### config.mk
export PLATFORM = sky130hd
export DESIGN_NAME = leaf_controller
export DESIGN_NICKNAME = d
export VERILOG_FILES = /design/src/rtl/leaf_controller.sv
export SDC_FILE = /design/constraint.sdc
export NUM_CORES = 1
export LEC_CHECK = 0
export CAP_MARGIN = 20
export CORE_ASPECT_RATIO = 2
export CORE_MARGIN = 2
export CORE_UTILIZATION = 40
export DETAILED_ROUTE_END_ITERATION = 6
export GPL_TIMING_DRIVEN = 0
export PLACE_DENSITY_LB_ADDON = 0.25
export SYNTH_ARGS = -nofsm -noshare
export SYNTH_HDL_FRONTEND = slang
export SYNTH_SLANG_ARGS = --single-unit
### constraint.sdc
create_clock -name clk -period 3.01 [get_ports clk]
set_input_delay 0.4515 -clock clk [delete_from_list [all_inputs] [get_ports clk]]
set_output_delay 0.4515 -clock clk [all_outputs]
set_load 0.02 [all_outputs]
### src/rtl/leaf_controller.sv
// Per-FPGA decode controller: walks the PE array through load/boundary/grow-merge-peel and reports one result.
// Latency: accepted message changes global_stage next cycle; result appears one cycle after PEELING.
// Backpressure: ready_from_parent only in IDLE; result held in RESULT_VALID until ready_to_parent.
module leaf_controller #(
    parameter logic [7:0] FPGA_ID                 = 8'h01,
    parameter int         CTRL_FIFO_WIDTH         = 64,
    parameter int         ITERATION_COUNTER_WIDTH = 8,
    parameter int         MAXIMUM_DELAY           = 2,
    parameter int         STAGE_WIDTH             = 3
) (
    input  logic                       clk,
    input  logic                       reset,
    input  logic [CTRL_FIFO_WIDTH-1:0] data_from_parent,
    input  logic                       valid_from_parent,
    output logic                       ready_from_parent,
    output logic [CTRL_FIFO_WIDTH-1:0] data_to_parent,
    output logic                       valid_to_parent,
    input  logic                       ready_to_parent,
    output logic [STAGE_WIDTH-1:0]     global_stage,
    output logic [47:0]                boundary_config,
    input  logic                       router_busy,
    input  logic                       odd_clusters
);

    // Stage codes double as the FSM state encoding.
    localparam logic [STAGE_WIDTH-1:0] STAGE_IDLE                = STAGE_WIDTH'(0);
    localparam logic [STAGE_WIDTH-1:0] STAGE_MEASUREMENT_LOADING = STAGE_WIDTH'(1);
    localparam logic [STAGE_WIDTH-1:0] STAGE_SET_BOUNDARIES      = STAGE_WIDTH'(2);
    localparam logic [STAGE_WIDTH-1:0] STAGE_GROW                = STAGE_WIDTH'(3);
    localparam logic [STAGE_WIDTH-1:0] STAGE_MERGE               = STAGE_WIDTH'(4);
    localparam logic [STAGE_WIDTH-1:0] STAGE_PEELING             = STAGE_WIDTH'(5);
    localparam logic [STAGE_WIDTH-1:0] STAGE_RESULT_VALID        = STAGE_WIDTH'(6);

    localparam logic [7:0] HEADER_INITIALIZE_DECODING = 8'h00;
    localparam logic [7:0] HEADER_SET_BOUNDARIES      = 8'h01;
    localparam logic [7:0] HEADER_DECODE_BLOCK        = 8'h02;
    localparam logic [7:0] HEADER_RESULT              = 8'h03;

    localparam int MSG_DEST_MSB   = 63;
    localparam int MSG_DEST_LSB   = 56;
    localparam int MSG_HEADER_MSB = 55;
    localparam int MSG_HEADER_LSB = 48;

    localparam int IW = ITERATION_COUNTER_WIDTH;
    localparam int DW = (MAXIMUM_DELAY < 1) ? 1 : $clog2(MAXIMUM_DELAY + 1);
    localparam logic [IW-1:0] ITER_MAX  = '1;
    localparam logic [DW-1:0] DELAY_MAX = DW'(MAXIMUM_DELAY);

    logic [STAGE_WIDTH-1:0]     r_stage;
    logic [STAGE_WIDTH-1:0]     w_next_stage;
    logic [IW-1:0]              r_iter;
    logic [15:0]                r_cycle;
    logic [DW-1:0]              r_delay;
    logic                       r_overflow;
    logic                       r_busy_q;
    logic                       r_valid;
    logic [CTRL_FIFO_WIDTH-1:0] r_data;
    logic [47:0]                r_boundary;

    logic                       w_ready;
    logic                       w_accept;
    logic                       w_for_me;
    logic [7:0]                 w_dest;
    logic [7:0]                 w_hdr;
    logic                       w_merge_done;
    logic [15:0]                w_cycle_next;
    logic [7:0]                 w_iter_field;
    logic [63:0]                w_result;

    assign w_dest       = data_from_parent[MSG_DEST_MSB:MSG_DEST_LSB];
    assign w_hdr        = data_from_parent[MSG_HEADER_MSB:MSG_HEADER_LSB];
    assign w_for_me     = (w_dest == FPGA_ID) || (w_dest == 8'hff);
    assign w_accept     = valid_from_parent && w_ready;
    assign w_cycle_next = (r_cycle == 16'hffff) ? r_cycle : r_cycle + 16'd1;
    assign w_iter_field = 8'(r_iter);
    // The result is captured in PEELING, so it already includes PEELING's own cycle.
    assign w_result     = {8'h00, HEADER_RESULT, FPGA_ID, w_iter_field,
                           15'd0, r_overflow, w_cycle_next};

    // State register; the state itself is the broadcast stage.
    always_ff @(posedge clk or posedge reset) begin
        if (reset) r_stage <= STAGE_IDLE;
        else       r_stage <= w_next_stage;
    end

    // Next-stage decode; merge completes after MAXIMUM_DELAY quiet cycles were already counted.
    always_comb begin
        w_next_stage = r_stage;
        w_merge_done = 1'b0;
        case (r_stage)
            STAGE_IDLE: begin
                if (w_accept && w_for_me) begin
                    case (w_hdr)
                        HEADER_INITIALIZE_DECODING: w_next_stage = STAGE_MEASUREMENT_LOADING;
                        HEADER_SET_BOUNDARIES:      w_next_stage = STAGE_SET_BOUNDARIES;
                        HEADER_DECODE_BLOCK:        w_next_stage = STAGE_GROW;
                        default:                    w_next_stage = STAGE_IDLE;
                    endcase
                end
            end
            STAGE_MEASUREMENT_LOADING: w_next_stage = STAGE_IDLE;
            STAGE_SET_BOUNDARIES:      w_next_stage = STAGE_IDLE;
            STAGE_GROW:                w_next_stage = STAGE_MERGE;
            STAGE_MERGE: begin
                if (!r_busy_q && (r_delay == DELAY_MAX)) begin
                    w_merge_done = 1'b1;
                    if (odd_clusters && (r_iter != ITER_MAX)) w_next_stage = STAGE_GROW;
                    else                                      w_next_stage = STAGE_PEELING;
                end
            end
            STAGE_PEELING:      w_next_stage = STAGE_RESULT_VALID;
            STAGE_RESULT_VALID: if (ready_to_parent) w_next_stage = STAGE_IDLE;
            default:            w_next_stage = STAGE_IDLE;
        endcase
    end

    // Output decode: only the parent-side ready is combinational.
    always_comb begin
        w_ready = (r_stage == STAGE_IDLE);
    end

    // Counters, busy sampling, boundary latch and result register.
    always_ff @(posedge clk or posedge reset) begin
        if (reset) begin
            r_iter     <= '0;
            r_cycle    <= '0;
            r_delay    <= '0;
            r_overflow <= 1'b0;
            r_busy_q   <= 1'b0;
            r_valid    <= 1'b0;
            r_data     <= '0;
            r_boundary <= '0;
        end else begin
            r_busy_q <= router_busy;
            r_valid  <= (w_next_stage == STAGE_RESULT_VALID);
            if (w_accept && w_for_me && (w_hdr == HEADER_SET_BOUNDARIES))
                r_boundary <= data_from_parent[47:0];
            if (w_accept && w_for_me && (w_hdr == HEADER_DECODE_BLOCK)) begin
                r_iter     <= '0;
                r_cycle    <= '0;
                r_delay    <= '0;
                r_overflow <= 1'b0;
            end
            case (r_stage)
                STAGE_GROW: begin
                    if (r_iter != ITER_MAX) r_iter <= r_iter + IW'(1);
                    r_delay <= '0;
                    r_cycle <= w_cycle_next;
                end
                STAGE_MERGE: begin
                    r_cycle <= w_cycle_next;
                    if (r_busy_q)               r_delay <= '0;
                    else if (r_delay < DELAY_MAX) r_delay <= r_delay + DW'(1);
                    if (w_merge_done && odd_clusters && (r_iter == ITER_MAX))
                        r_overflow <= 1'b1;
                end
                STAGE_PEELING: begin
                    r_cycle <= w_cycle_next;
                    r_data  <= CTRL_FIFO_WIDTH'(w_result);
                end
                default: ;
            endcase
        end
    end

    assign ready_from_parent = w_ready;
    assign data_to_parent    = r_data;
    assign valid_to_parent   = r_valid;
    assign global_stage      = r_stage;
    assign boundary_config   = r_boundary;

endmodule
==> results by group <==
Finish
  – Most frequent cells in the layout: clkdlybuf4s50_1, dfrtp_1, buf_4
  – P&R area growth vs syn: 43.9%
  – Multi-input gate area: slightly above 0.002 sq mm
  – Final nets: between 700 and 800
  – Antenna Cells: 0
  – Fillers: between 1000 and 1500
  – Share of cells above drive strength 1: 17.6%
  – FF+latch area: around 0.0027 sq mm
  – Commonest non-fill, non-tap cell in the layout: clkdlybuf4s50_1
  – Final core occ: slightly below 60%

STA
  – Slew HR: slightly above 30%
  – Fin crit period: 2.71 ns
  – Worst setup margin: 0.301 ns
  – Final period util: between 90% and 100%
  – Clock Skew: between 0.006 and 0.007 ns
  – RSZ-0062 raised after global routing: false
  – Fin Hold WS: around 0.48 ns
  – Slew Viols, Final: 0
  – Fmax achieved: around 0.37 GHz
  – Final setup vio count: 0
  – Least-Margin Pin Slew: around 1.0 ns
  – Number of hold violations in the final report: 0

Synthesis
  – Synth Register Bits: about 110
  – Synth top area share: 53.1%
  – Yosys warns: 0
  – Adder-Cell Fraction of Synth Area: less than 1%
  – Count of cell types in the netlist: 57
  – Synth area leaders: dfrtp_1, mux2_2, buf_4, mux2_1, o21ai_0
  – Combinational family with the most area after synthesis: multiplexers
  – Share of flip-flops with an asynchronous set or reset: 100%
  – Synth Area in Compound Gates: roughly 8%
  – Post-synth top area cell: dfrtp_1
  – Synth Cell Area: ~0.005 sq mm
  – Cell count after synthesis: 434
  – Xor/xnor cell area share of the yosys netlist: ~1.9%
  – Simple logic cell fraction of the synthesized area: between 10% and 20%
  – Post-synth EDFFs: 0
  – Top FF cell, synth: dfrtp_1
  – Synthesized area per cell: ~12 sq um
  – Sequential fraction of the synthesis area: between 50 and 60%
  – Mux contribution to synthesized area: 14.3%

Clocking
  – Post_cts resized: 0
  – Postcts setup bufs: 0
  – Root buf cell: clkbuf_16
  – H-tree depth: 3
  – Max Root-Sink Buffers: 2
  – Worst-Skew Late Latency: roughly 0.34 ns
  – Inserted Clock Buffers: 9
  – Reg clk slew, reported paths: 0.07 ns
  – Hold-fix buffers, CTS: 0
  – CTS tree: done
  – # clock sinks: approximately 110

GRT
  – First-pass GRT wire length: 20600 um
  – Grt total ovfl: 0
  – Vias in the first global route: ~4200
  – Largest net degree at the start of global routing: 42
  – Initial antenna violation count: 0
  – GRT Total Usage: a little under a fifth

Floorplanning
  – DIE AREA: roughly 0.013 sq mm
  – Core area: 0.0122 sq mm
  – Die Height: ~160 um
  – Placement Rows: between 50 and 60
  – Ports: between 150 and 200
  – Die width: a little over 80 um
  – Starting Density: roughly 41%

Run
  – Max-cap violations: 0

Placement
  – Placer Congestion: 0.860
  – IO buf count: 150
  – Worst slack at placement: -0.0602 ns
  – Dpl hpwl: ~10000 um

Pwr
  – Worst vdd ir: 0.312 mV
  – Leakage dissipation: 3.27 nW
  – P per Cell Area: 568 mW/mm^2

Route
  – Final ANT Viol Nets: 0
  – Wirelength, routed: approximately 13000 um
  – WL/cell: between 15 and 20 um
  – Vias per inst: slightly above 5
  – DR vias: a little under 4000
  – DR pass1 iterations: 4
  – DRC: 0
  – Drt initial violations: about 220

Setup path
  – Startpoint types: input pin
  – Crit-path leading delay family: simple AND/OR/NAND/NOR gates
  – Crit-path max cell delay: ~0.55 ns
  – Setup crit end kind: flip-flop
  – R2R setup slack: approximately 0.65 ns
  – CP arrival: approximately 2.9 ns
  – Crit path kind: input pin to flip-flop
  – Worst r2r src: global_stage[0]
  – WP data required: roughly 3.2 ns
  – Slowest CP cell: or4_4
  – Bufs and invs on worst path: 3
  – Reg2reg path depth: 7
  – Crit-path max FO: 10
  – Capturing point of the worst reg2reg path: boundary_config[6]
  – Crit-path cells: clkdlybuf4s50_1 -> or4_4 -> nor4_4 -> o21ai_1 -> nor3_2 -> buf_4 -> buf_8 -> mux2_1

Status
  – Status: finished clean

Hold path
  – Hold Path Class: flip-flop to flip-flop
  – Hold path startpoint: data_to_parent[4]
  – Hold EP: data_to_parent[4]
  – Hold depth: 2
## worst max path at each step
stage / to / cells after the start / slack, ns / from
after floorplan: boundary_config[0] / 7 / 0.63 / global_stage[0]
after global placement: boundary_config[2] / 8 / 0.008 / data_from_parent[60]
after detailed placement: boundary_config[6] / 8 / -0.06 / data_from_parent[60]
after CTS: boundary_config[45] / 8 / 0.31 / data_from_parent[60]
after global routing: boundary_config[11] / 8 / 0.24 / data_from_parent[60]
final: boundary_config[6] / 8 / 0.30 / data_from_parent[60]
## cells by family after synthesis
group | count (synthesis)
mux | 64
other cells | 1
simple gates | 129
xor+xnor | 11
compound gates | 63
fa+ha+maj | 2
flops | 106
buf+inv | 58
## flip-flops by register name (all words and copies together) (netlist names), 2 cells and up
register	flops
boundary_config	48
data_to_parent	26
r_iter	8
global_stage	3
r_delay	2
r_cycle	16
## synth_stat cells (2+ instances only)
| library cell | number |
|---|---|
| buf_4 | 39 |
| dfrtp_1 | 106 |
| nor3_1 | 10 |
| o211ai_1 | 5 |
| mux2i_1 | 6 |
| nand3b_1 | 3 |
| clkbuf_1 | 6 |
| nor2b_1 | 3 |
| nor2_1 | 26 |
| a211o_1 | 2 |
| nand2b_1 | 2 |
| or3_1 | 4 |
| mux2_2 | 38 |
| xor2_1 | 5 |
| a22o_1 | 4 |
| and3_1 | 7 |
| a31o_2 | 2 |
| mux2_1 | 20 |
| o21ai_0 | 23 |
| ha_1 | 2 |
| and2_1 | 3 |
| a21o_1 | 3 |
| xnor2_1 | 6 |
| buf_8 | 2 |
| and4_1 | 3 |
| nor4b_1 | 3 |
| a211oi_1 | 2 |
| inv_1 | 3 |
| nand4_1 | 5 |
| buf_1 | 2 |
| o31ai_1 | 3 |
| nand2_1 | 26 |
| buf_2 | 5 |
| a21oi_1 | 9 |
| nor4_1 | 3 |
| nand3_1 | 22 |
## per-stage QoR
step | cell area [sq um] | total power, W | TNS (ns) | instances
after floorplan | 5130 | 0.00233 | 0 | 469
after global placement | 6820 | 0.00274 | 0 | 766
after detailed placement | 6860 | 0.00278 | -0.916 | 768
after CTS | 7190 | 0.00412 | 0 | 783
after global routing | 7190 | 0.00428 | 0 | 783
final | 7190 | 0.00408 | 0 | 783
## power by group
| part | total, W | leakage, nW | internal (W) | switching [W] |
|---|---|---|---|---|
| sequential | 0.00172 | 1.30 | 0.00158 | 0.000136 |
| clock | 0.00132 | 0.163 | 0.000809 | 0.000515 |
| combinational | 0.00104 | 1.81 | 0.000484 | 0.000555 |
| total | 0.00408 | 3.27 | 0.00288 | 0.00121 |
## final cells by class
class                      instances  share of cell area, %
buffer                            55                   5.33
multi-input combinational        305                   28.9
tap                              147                   2.56
clock inverter                     5                   1.44
sequential                       106                   36.9
inverter                           3                  0.209
clock buffer                      10                   3.19
timing repair buffer             152                   21.4
## layer usage
layer	wire length (um)	up-vias	global-route usage, %
met3	560	37	3.56
met4	544	0	12.4
li1	-	1862	-
met1	4160	1916	19.2
met2	7440	130	35.5
met5	0	-	0
## tightest hold or removal path: cells and delay by family (launching register included)
| kind | cells | cell delay (ns) |
|---|---|---|
| flip-flops | 1 | 0.34 |
| AO/OA/AOI/OAI | 1 | 0.06 |
| AND/OR/NAND/NOR | 1 | 0.04 |
Power figures use the tool's default switching activity.
